File: src/rtl/cpu_pkg.sv
// Shared types for the two-stage cpu_pipe datapath: ALU opcodes, operand-mux
// encodings and the control part of the S1/S2 pipeline registers.
package cpu_pkg;

  typedef enum logic [2:0] {
    ALU_ADD = 3'b000,
    ALU_SUB = 3'b001,
    ALU_AND = 3'b010,
    ALU_OR  = 3'b011,
    ALU_XOR = 3'b100,
    ALU_SLL = 3'b101,
    ALU_SRL = 3'b110,
    ALU_SLT = 3'b111
  } alu_op_e;

  localparam logic MUX0_REG_B = 1'b0;
  localparam logic MUX0_IMM   = 1'b1;
  localparam logic MUX1_REG_A = 1'b0;
  localparam logic MUX1_ZERO  = 1'b1;
  localparam logic MUX2_ALU   = 1'b0;
  localparam logic MUX2_MOVE  = 1'b1;

  // Data/address fields are width-parametrised and live beside these structs.
  typedef struct packed {
    logic    valid;
    logic    we;
    logic    mux_1_sel;
    logic    mux_2_sel;
    alu_op_e op;
  } s1_ctrl_t;

  typedef struct packed {
    logic valid;
    logic we;
  } s2_ctrl_t;

  function automatic logic uses_a(input logic mux_1_sel, input logic mux_2_sel);
    return (mux_1_sel == MUX1_REG_A) || (mux_2_sel == MUX2_MOVE);
  endfunction

  function automatic logic uses_b(input logic mux_0_sel);
    return mux_0_sel == MUX0_REG_B;
  endfunction

endpackage

File: src/rtl/cpu_alu.sv
// Combinational ALU for cpu_pipe; shifts use the low clog2(WORDSIZE) bits of b.
module cpu_alu
  import cpu_pkg::*;
#(
  parameter int WORDSIZE = 64
) (
  input  alu_op_e             op_i,
  input  logic [WORDSIZE-1:0] a_i,
  input  logic [WORDSIZE-1:0] b_i,
  output logic [WORDSIZE-1:0] y_o
);

  localparam int SW = $clog2(WORDSIZE);

  logic [SW-1:0] shamt;
  logic          lt;

  assign shamt = b_i[SW-1:0];
  assign lt    = $signed(a_i) < $signed(b_i);

  always_comb begin
    y_o = '0;
    case (op_i)
      ALU_ADD: y_o = a_i + b_i;
      ALU_SUB: y_o = a_i - b_i;
      ALU_AND: y_o = a_i & b_i;
      ALU_OR:  y_o = a_i | b_i;
      ALU_XOR: y_o = a_i ^ b_i;
      ALU_SLL: y_o = a_i << shamt;
      ALU_SRL: y_o = a_i >> shamt;
      ALU_SLT: y_o = {{(WORDSIZE-1){1'b0}}, lt};
    endcase
  end

endmodule

File: src/rtl/cpu_pipe.sv
// Two-stage ALU pipeline with internal register file. Define CPU_FORWARD_EN to
// bypass results from S1/S2 instead of stalling on read-after-write hazards.
module cpu_pipe
  import cpu_pkg::*;
#(
  parameter  int WORDSIZE = 64,
  parameter  int REGCOUNT = 32,
  parameter  int IMMWIDTH = 12,
  localparam int AW       = $clog2(REGCOUNT)
) (
  input  logic                cpu_clk,
  input  logic                cpu_rst_n,
  input  logic                cpu_valid,
  output logic                cpu_ready,
  input  logic [AW-1:0]       cpu_rf_addr_a,
  input  logic [AW-1:0]       cpu_rf_addr_b,
  input  logic [AW-1:0]       cpu_rf_write_addr,
  input  logic                cpu_rf_write_en,
  input  logic [IMMWIDTH-1:0] cpu_immediate,
  input  logic                cpu_mux_0_sel,
  input  logic                cpu_mux_1_sel,
  input  logic                cpu_mux_2_sel,
  input  logic [2:0]          cpu_alu_operation,
  output logic                cpu_res_valid,
  input  logic                cpu_res_ready,
  output logic [WORDSIZE-1:0] cpu_res_data,
  output logic [AW-1:0]       cpu_res_addr,
  output logic                cpu_res_we
);

  // Handshakes: a transfer happens on the rising edge where valid and ready are
  // both high; valid never waits on ready, and held data stays stable.

  logic [WORDSIZE-1:0] rf_q [REGCOUNT];

  s1_ctrl_t            s1_q, s1_d;
  logic [WORDSIZE-1:0] s1_a_q, s1_a_d, s1_b_q, s1_b_d;
  logic [AW-1:0]       s1_waddr_q, s1_waddr_d;
  s2_ctrl_t            s2_q, s2_d;
  logic [WORDSIZE-1:0] s2_data_q, s2_data_d;
  logic [AW-1:0]       s2_addr_q, s2_addr_d;

  logic                s1_load, s2_load, accept, hazard, rf_wr_fire;
  logic                s1_hit_a, s2_hit_a, s1_hit_b, s2_hit_b;
  logic [WORDSIZE-1:0] rf_a, rf_b, op_a, op_b, imm_sext, alu_a, alu_y, s1_res;

  assign imm_sext   = {{(WORDSIZE-IMMWIDTH){cpu_immediate[IMMWIDTH-1]}}, cpu_immediate};
  assign rf_wr_fire = s2_q.valid && cpu_res_ready && s2_q.we && (s2_addr_q != '0);

  // Register 0 reads as zero; a retiring write is visible to same-cycle reads.
  always_comb begin
    rf_a = rf_q[cpu_rf_addr_a];
    rf_b = rf_q[cpu_rf_addr_b];
    if (rf_wr_fire && (s2_addr_q == cpu_rf_addr_a)) rf_a = s2_data_q;
    if (rf_wr_fire && (s2_addr_q == cpu_rf_addr_b)) rf_b = s2_data_q;
    if (cpu_rf_addr_a == '0) rf_a = '0;
    if (cpu_rf_addr_b == '0) rf_b = '0;
  end

  assign s1_hit_a = (cpu_rf_addr_a != '0) && s1_q.valid && s1_q.we && (s1_waddr_q == cpu_rf_addr_a);
  assign s2_hit_a = (cpu_rf_addr_a != '0) && s2_q.valid && s2_q.we && (s2_addr_q == cpu_rf_addr_a);
  assign s1_hit_b = (cpu_rf_addr_b != '0) && s1_q.valid && s1_q.we && (s1_waddr_q == cpu_rf_addr_b);
  assign s2_hit_b = (cpu_rf_addr_b != '0) && s2_q.valid && s2_q.we && (s2_addr_q == cpu_rf_addr_b);

`ifdef CPU_FORWARD_EN
  always_comb begin
    op_a   = s1_hit_a ? s1_res : (s2_hit_a ? s2_data_q : rf_a);
    op_b   = s1_hit_b ? s1_res : (s2_hit_b ? s2_data_q : rf_b);
    hazard = 1'b0;
  end
`else
  always_comb begin
    op_a   = rf_a;
    op_b   = rf_b;
    hazard = (uses_a(cpu_mux_1_sel, cpu_mux_2_sel) && (s1_hit_a || s2_hit_a)) ||
             (uses_b(cpu_mux_0_sel) && (s1_hit_b || s2_hit_b));
  end
`endif

  assign alu_a  = (s1_q.mux_1_sel == MUX1_ZERO) ? '0 : s1_a_q;
  assign s1_res = (s1_q.mux_2_sel == MUX2_MOVE) ? s1_a_q : alu_y;

  cpu_alu #(.WORDSIZE(WORDSIZE)) u_alu (
    .op_i (s1_q.op),
    .a_i  (alu_a),
    .b_i  (s1_b_q),
    .y_o  (alu_y)
  );

  assign s2_load   = !s2_q.valid || cpu_res_ready;
  assign s1_load   = !s1_q.valid || s2_load;
  assign cpu_ready = cpu_rst_n && s1_load && !hazard;
  assign accept    = cpu_valid && cpu_ready;

  always_comb begin
    s2_d       = s2_q;
    s2_data_d  = s2_data_q;
    s2_addr_d  = s2_addr_q;
    s1_d       = s1_q;
    s1_a_d     = s1_a_q;
    s1_b_d     = s1_b_q;
    s1_waddr_d = s1_waddr_q;
    if (s2_load) begin
      s2_d.valid = s1_q.valid;
      s2_d.we    = s1_q.we;
      s2_addr_d  = s1_waddr_q;
      s2_data_d  = s1_res;
    end
    if (s1_load) begin
      s1_d.valid = accept;
      if (accept) begin
        s1_d.we        = cpu_rf_write_en;
        s1_d.mux_1_sel = cpu_mux_1_sel;
        s1_d.mux_2_sel = cpu_mux_2_sel;
        s1_d.op        = alu_op_e'(cpu_alu_operation);
        s1_a_d         = op_a;
        s1_b_d         = (cpu_mux_0_sel == MUX0_IMM) ? imm_sext : op_b;
        s1_waddr_d     = cpu_rf_write_addr;
      end
    end
  end

  always_ff @(posedge cpu_clk or negedge cpu_rst_n) begin
    if (!cpu_rst_n) begin
      s1_q       <= '0;
      s1_a_q     <= '0;
      s1_b_q     <= '0;
      s1_waddr_q <= '0;
      s2_q       <= '0;
      s2_data_q  <= '0;
      s2_addr_q  <= '0;
    end else begin
      s1_q       <= s1_d;
      s1_a_q     <= s1_a_d;
      s1_b_q     <= s1_b_d;
      s1_waddr_q <= s1_waddr_d;
      s2_q       <= s2_d;
      s2_data_q  <= s2_data_d;
      s2_addr_q  <= s2_addr_d;
    end
  end

  always_ff @(posedge cpu_clk or negedge cpu_rst_n) begin
    if (!cpu_rst_n) begin
      for (int i = 0; i < REGCOUNT; i++) rf_q[i] <= '0;
    end else if (rf_wr_fire) begin
      rf_q[s2_addr_q] <= s2_data_q;
    end
  end

  assign cpu_res_valid = s2_q.valid;
  assign cpu_res_data  = s2_data_q;
  assign cpu_res_addr  = s2_addr_q;
  assign cpu_res_we    = s2_q.we;

endmodule

File: config.mk
export PLATFORM = sky130hd
export DESIGN_NAME = cpu_pipe
export DESIGN_NICKNAME = d
export VERILOG_FILES = /design/src/rtl/cpu_pkg.sv /design/src/rtl/cpu_alu.sv /design/src/rtl/cpu_pipe.sv
export SDC_FILE = /design/constraint.sdc
export NUM_CORES = 2
export LEC_CHECK = 0
export BUFFER_PORTS_ARGS = -buffer_cell sky130_fd_sc_hd__buf_2
export CAP_MARGIN = 20
export CELL_PAD_IN_SITES_DETAIL_PLACEMENT = 1
export CELL_PAD_IN_SITES_GLOBAL_PLACEMENT = 2
export CORE_MARGIN = 5
export CORE_UTILIZATION = 50
export CTS_CLUSTER_DIAMETER = 50
export CTS_CLUSTER_SIZE = 30
export DETAILED_ROUTE_END_ITERATION = 8
export PLACE_DENSITY_LB_ADDON = 0.1
export SYNTH_ARGS = -nofsm -noshare
export SYNTH_HDL_FRONTEND = slang
export SYNTH_HIERARCHICAL = 1
export SYNTH_SLANG_ARGS = --single-unit
File: constraint.sdc
create_clock -name cpu_clk -period 7.8 [get_ports cpu_clk]
set_clock_uncertainty 0.05 [all_clocks]
set_input_delay 1.56 -clock cpu_clk [delete_from_list [all_inputs] [get_ports cpu_clk]]
set_output_delay 1.56 -clock cpu_clk [all_outputs]
set_load 0.02 [all_outputs]
; ---- Word level (Yosys, flattened, before mapping)
; Index checks and enable logic that the tools add are counted.
[classes]
n_addsub = 2
order_cmp = 5
n_eq_ne = 11
n_shift = 2
n_mux = 17
bitwise_logic = 8
n_reduce_logical = 39
[ops]
columns = cell, count
row1 = $bwmux 2048, 1
row2 = $mux 64, 12
row3 = $bmux 64 s5, 2
row4 = $pmux 64 s8, 1
row5 = $demux 64 s5, 1
row6 = $add 64x64->64, 1
row7 = $and 64x64->64, 1
row8 = $lt 64x64->1, 1
row9 = $or 64x64->64, 1
row10 = $shl 64x6->64, 1
row11 = $shr 64x6->64, 1
row12 = $sub 64x64->64, 1
row13 = $xor 64x64->64, 1
row14 = $logic_and 1x1->1, 23
row15 = $eq 5x5->1, 4
row16 = $ge 6x6->1 const B, 3
row17 = $not 5->6, 3
row18 = $reduce_bool 5->1, 3
row19 = $eq 3x3->1 const B, 4
row20 = $logic_not 5->1, 2
row21 = $eq 3x2->1 const B, 2
row22 = $logic_or 1x1->1, 6
row23 = $lt 6x1->1 const B, 1
row24 = $eq 3x1->1 const B, 1
row25 = 4 further kinds, 7
[word_totals]
register_bits = 2259
inputBits = 38
output_inout_bits = 72
elab_cells = 128

; ---- Depth between registers and ports, before layout
[logic_depth]
word_depth = 11
mapped_depth = 21
depth_no_buf = 16

; ---- Cells and area by module
; The synthesis kept the hierarchy.
[modules_own_cells]
columns = module, instances, cells_per_inst, area_each_um2, seq_area_each_um2
row1 = cpu_pipe, 1, 7718, 117305.0, 56529.2
row2 = cpu_alu, 1, 2822, 19040.8, 0.0

; ---- Least setup slack after synthesis
; No wires, ideal clock.
[synth_timing]
kind = in2out
from = in cpu_rf_addr_a[2]
to = out cpu_ready
arrival_ns = 3.010
t_required_ns = 6.190
slack_ns = 3.180
stages = 7
path_buffers = 2
path_cell_list = buf_4 -> or3_4 -> or3_1 -> buf_2 -> a31oi_1 -> nand2b_1 -> inv_1
[synth_between]
elab_chain_cells = 9
elab_cells_between_ends = 14
classes_between = eq/ne: 2 / reduce/logical: 12
[synth_lines]
columns = item, line
row1 = from (decl), cpu_pipe.sv:15  ; input logic [AW-1:0] cpu_rf_addr_a,
row2 = $reduce_bool 5->1, "cpu_pipe.sv:60, cpu_pipe.sv:61"
row3 = $logic_and 1x1->1 (on tied branches) (3 in series), "cpu_pipe.sv:60, cpu_pipe.sv:61"
row4 = $logic_or 1x1->1 (*), cpu_pipe.sv:75  ; hazard = (uses_a(cpu_mux_1_sel, cpu_mux_2_sel) && (s1_hit_a || s2_hit_a)) ||
row5 = $logic_and 1x1->1 (*), cpu_pipe.sv:75
row6 = $logic_or 1x1->1 (*), cpu_pipe.sv:75
row7 = $logic_not 1->1 (*), cpu_pipe.sv:92  ; assign cpu_ready = cpu_rst_n && s1_load && !hazard;
row8 = $logic_and 1x1->1 (*), cpu_pipe.sv:92
row9 = to (decl), cpu_pipe.sv:14  ; output logic cpu_ready,
; Every way passes the cells marked *; elsewhere a longest branch is shown, timed or not.

; ---- Worst setup path in the final report
[layout_timing]
from = reg s1_q[4] in the netlist's numbering
to = reg s2_data_q[62] (netlist: cpu_res_data[62])
[layout_between]
elab_chain_cells = 4
elab_cells_between_ends = 10
classes_between = add/sub: 2 / shift: 2 / mux: 3 / bitwise: 3
[layout_lines]
columns = item, line
row1 = from (decl), cpu_pipe.sv:36  ; s1_ctrl_t s1_q, s1_d;
row2 = from (signal assigned), cpu_pipe.sv:125  ; s1_q <= '0;
row3 = from (signal assigned), cpu_pipe.sv:133  ; s1_q <= s1_d;
row4 = $mux 64 (*), cpu_pipe.sv:80  ; assign alu_a = (s1_q.mux_1_sel == MUX1_ZERO) ? '0 : s1_a_q;
row5 = net alu_a[41], cpu_pipe.sv:45  ; logic [WORDSIZE-1:0] rf_a, rf_b, op_a, op_b, imm_sext, alu_a, alu_y, s1_res;
row6 = "$sub 64x64->64, or another cell as far along", cpu_alu.sv:25  ; ALU_SUB: y_o = a_i - b_i;
row7 = $pmux 64 s8 (*), cpu_alu.sv:23  ; case (op_i)
row8 = net alu_y[62], cpu_pipe.sv:45
row9 = $mux 64 (*), cpu_pipe.sv:81  ; assign s1_res = (s1_q.mux_2_sel == MUX2_MOVE) ? s1_a_q : alu_y;
row10 = to (signal assigned), cpu_pipe.sv:138  ; s2_data_q <= s2_data_d;
row11 = to (decl), cpu_pipe.sv:40  ; logic [WORDSIZE-1:0] s2_data_q, s2_data_d;
; Mark *: on every way through the listed nets, which the timed path passes. The rest lies on a longest branch.
; A chain may end at the register's enable or synchronous reset.

==> results.py <==
metrics = {
    "worst_hold_path": {
        "hp-class": "reg -> reg",
        "worstHoldPathCells": 0,
    },
    "die": {
        "core_area_sq_mm": 0.271,
        "row_count": 191,
        "num_io_pins": 110,
        "initial_utilization": 0.503,
        "die_x_microns": 532,
        "die_h_microns": 532,
        "die_area_sq_mm": 0.283,
    },
    "routing": {
        "viasPerCell": 7.43,
        "wl_per_cell_microns": 43.9,
        "drc": 0,
        "ant_nets": 0,
        "wirelength_microns": 617000,
        "dr.pass1.iters": 9,
        "vias": 104000,
        "first_iter_violations": 13400,
    },
    "yosys": {
        "ys_ff_latch": 2259,
        "synth_top_family_by_area": "multiplexers",
        "synth_cell_types": 105,
        "syn_nets": 10800,
        "seq_area_frac_synth": 0.415,
        "syn_area_sq_mm": 0.136,
        "synthAdderAreaFrac": 0.0180,
        "synth_edf_count": 0,
        "yosys.area_share.simple": 0.0472,
        "synth_compound_area_frac": 0.0786,
        "synth-xor-area-share": 0.00418,
        "syn_avg_cell_area_sq_um": 12.9,
        "netlist_instances": 10500,
        "muxShareOfSynthArea": 0.396,
        "async_flop_share": 1.00,
        "synth_flop_cell": "dfrtp_1",
        "yosysWarnings": 6,
    },
    "timing": {
        "min_period_ns": 6.42,
        "hold_viol": 0,
        "worst_slew_pin_slew_ns": 1.29,
        "rsz0062_at_grt": "no",
        "slew_viol_final": 0,
        "relSlewSlack": 0.132,
        "setup_viol": 0,
        "fin_tns_setup_ns": 0,
        "fmax_mhz": 156,
        "post-route-period-util": 0.823,
    },
    "final_layout": {
        "final_util": 0.557,
        "drive_gt1_frac": 0.436,
        "area_growth_pct": 10.8,
        "final_cell_mix": "dfrtp_1, mux2_2, mux4_2, nor2_1, a21oi_1",
        "layout_commonest_cell": "dfrtp_1",
        "nets": 10500,
    },
    "worst_setup_path": {
        "arrival_ns": 7.17,
        "cp.required_ns": 8.55,
        "end_kind": "flip-flop",
        "startpoint_type": "flip-flop",
        "r2r_cells": 16,
        "crit_type": "reg -> reg",
        "worst-path-max-fanout": 39,
    },
    "global_route": {
        "grt_pass1_vias": 107000,
        "grt_use_total": 0.427,
        "grt_max_degree": 182,
        "grt_pass1_wl_microns": 863000,
        "overflow": 0,
        "grt_antenna_before_repair": 50,
    },
    "power_and_ir_drop": {
        "peakVddDrop_mv": 0.253,
        "p_per_area_mw_per_mm2": 307,
        "power.leakage_nw": 67.3,
    },
    "outcome": {
        "status": "finished clean",
    },
    "cts": {
        "clk_pin_slew_ns": 0.06,
        "clock-root-buffer": "clkbuf_16",
        "tritoncts": "done",
        "clk_latency_ns": 0.97,
        "clk_path_buf_depth": 4,
        "clock-sinks": 2259,
        "cts-buffers-inserted": 287,
        "cts_resized": 0,
        "holdBufCountCts": 0,
        "cts_setup_buffers": 0,
        "htreeDepth": 5,
    },
    "placed_design": {
        "io_buffers": 109,
        "dp_hpwl_microns": 399000,
        "gp_congestion": 1.08,
    },
    "job": {
        "max_cap_viol_count": 0,
    },
}
-- synthesized netlist by cell type (77+ instances only) --
| library cell | count | share of area |
|---|---|---|
| buf_2 | 217 | 0.0080 |
| nand3_1 | 77 | 0.0028 |
| nor2b_1 | 87 | 0.0040 |
| o22ai_1 | 287 | 0.013 |
| buf_1 | 105 | 0.0029 |
| nand2_1 | 396 | 0.011 |
| mux2i_1 | 243 | 0.018 |
| ha_1 | 193 | 0.018 |
| dfrtp_1 | 2259 | 0.41 |
| mux2_4 | 81 | 0.0089 |
| mux4_2 | 1141 | 0.19 |
| nor2_1 | 519 | 0.014 |
| mux2_2 | 2176 | 0.18 |
| nor3_1 | 86 | 0.0032 |
| inv_1 | 225 | 0.0062 |
| o21ai_0 | 258 | 0.0095 |
| a21oi_1 | 412 | 0.015 |
| clkbuf_1 | 727 | 0.020 |
-- layer usage --
| metal | share of wire | vias up | track usage |
|---|---|---|---|
| met4 | 0.059 | 24 | 0.214 |
| met2 | 0.44 | 6237 | 0.624 |
| met1 | 0.40 | 57000 | 0.595 |
| li1 | - | 39700 | - |
| met3 | 0.10 | 1460 | 0.109 |
| met5 | 0.00028 | - | 0 |
-- logic make-up after synthesis --
family	Yosys count
AOI/OAI and AO/OA	1627
xor gates and xnor gates	65
adders and majority gates	195
buffers and inverters	1334
DFF	2259
muxes	3651
and+or+nand+nor	1409
-- power breakdown --
part,switching (mW),internal [mW],total [mW]
registers,2.32,14.0,16.3
clock network,6.18,8.04,14.2
logic,9.70,6.09,15.8
total,18.2,28.1,46.3
-- registers in the layout, summed over array words and instances (netlist names), 5 cells and up --
| register | flops |
|---|---|
| cpu_res_addr | 5 |
| cpu_res_data | 64 |
| rf_q | 2048 |
| s1_a_q | 64 |
| s1_b_q | 64 |
| s1_q | 7 |
| s1_waddr_q | 5 |
-- critical path, stage by stage (launching register included) --
cell     delay [ns]
dfrtp_2        0.61
buf_4          0.42
nor2b_1        0.67
inv_1          0.10
ha_1           0.59
nor4_1         0.95
nand3_1        0.32
nor2_1         0.39
o21ai_0        0.21
a31oi_1        0.22
o21ai_1        0.44
nor2_1         0.24
a31oi_1        0.21
or3_1          0.38
nand3_1        0.12
mux2i_1        0.07
o21ai_0        0.22
-- final timing paths --
| check | from | to | slack [ns] |
|---|---|---|---|
| setup reg to reg | s1_q[4]$_DFFE_PN0P_ | cpu_res_data[62]$_DFFE_PN0P_ | 1.38 |
| setup / recovery | s1_q[4]$_DFFE_PN0P_ | cpu_res_data[62]$_DFFE_PN0P_ | 1.38 |
| hold / removal | rf_q[1992]$_DFFE_PN0P_ | rf_q[1992]$_DFFE_PN0P_ | 0.35 |
| max in group asynchronous | cpu_rst_n | cpu_res_data[34]$_DFFE_PN0P_ | 4.10 |
| hold reg to reg | rf_q[1992]$_DFFE_PN0P_ | rf_q[1992]$_DFFE_PN0P_ | 0.35 |
| min in group asynchronous | cpu_rst_n | rf_q[2044]$_DFFE_PN0P_ | 0.48 |
-- cell type report --
| class | instances | area, sq um |
|---|---|---|
| antenna | 25 | 62.6 |
| clock buffer | 322 | 7540 |
| clock inverter | 203 | 2540 |
| fill | 26200 | 120000 |
| inverter | 232 | 875 |
| multi-input combinational | 6947 | 74500 |
| sequential | 2259 | 56600 |
| tap | 3570 | 4470 |
| timing repair buffer | 504 | 4530 |
-- through the flow --
| step | total power [mW] | cell area (sq um) | hold WS (ns) | std cells | worst slack [ns] |
|---|---|---|---|---|---|
| finish | 46.3 | 151000 | 0.347 | 14100 | 1.38 |
| global route | 47.6 | 151000 | 0.353 | 14000 | 1.27 |
| CTS | 45.8 | 151000 | 0.347 | 14000 | 1.62 |
| detailed placement | 31.5 | 141000 | 0.334 | 13500 | 1.56 |
| global placement | 31.0 | 141000 | 0.326 | 13500 | 1.03 |
| floorplan | 25.1 | 136000 | 0.391 | 10500 | 3.18 |
Power figures use the tool's default switching activity.
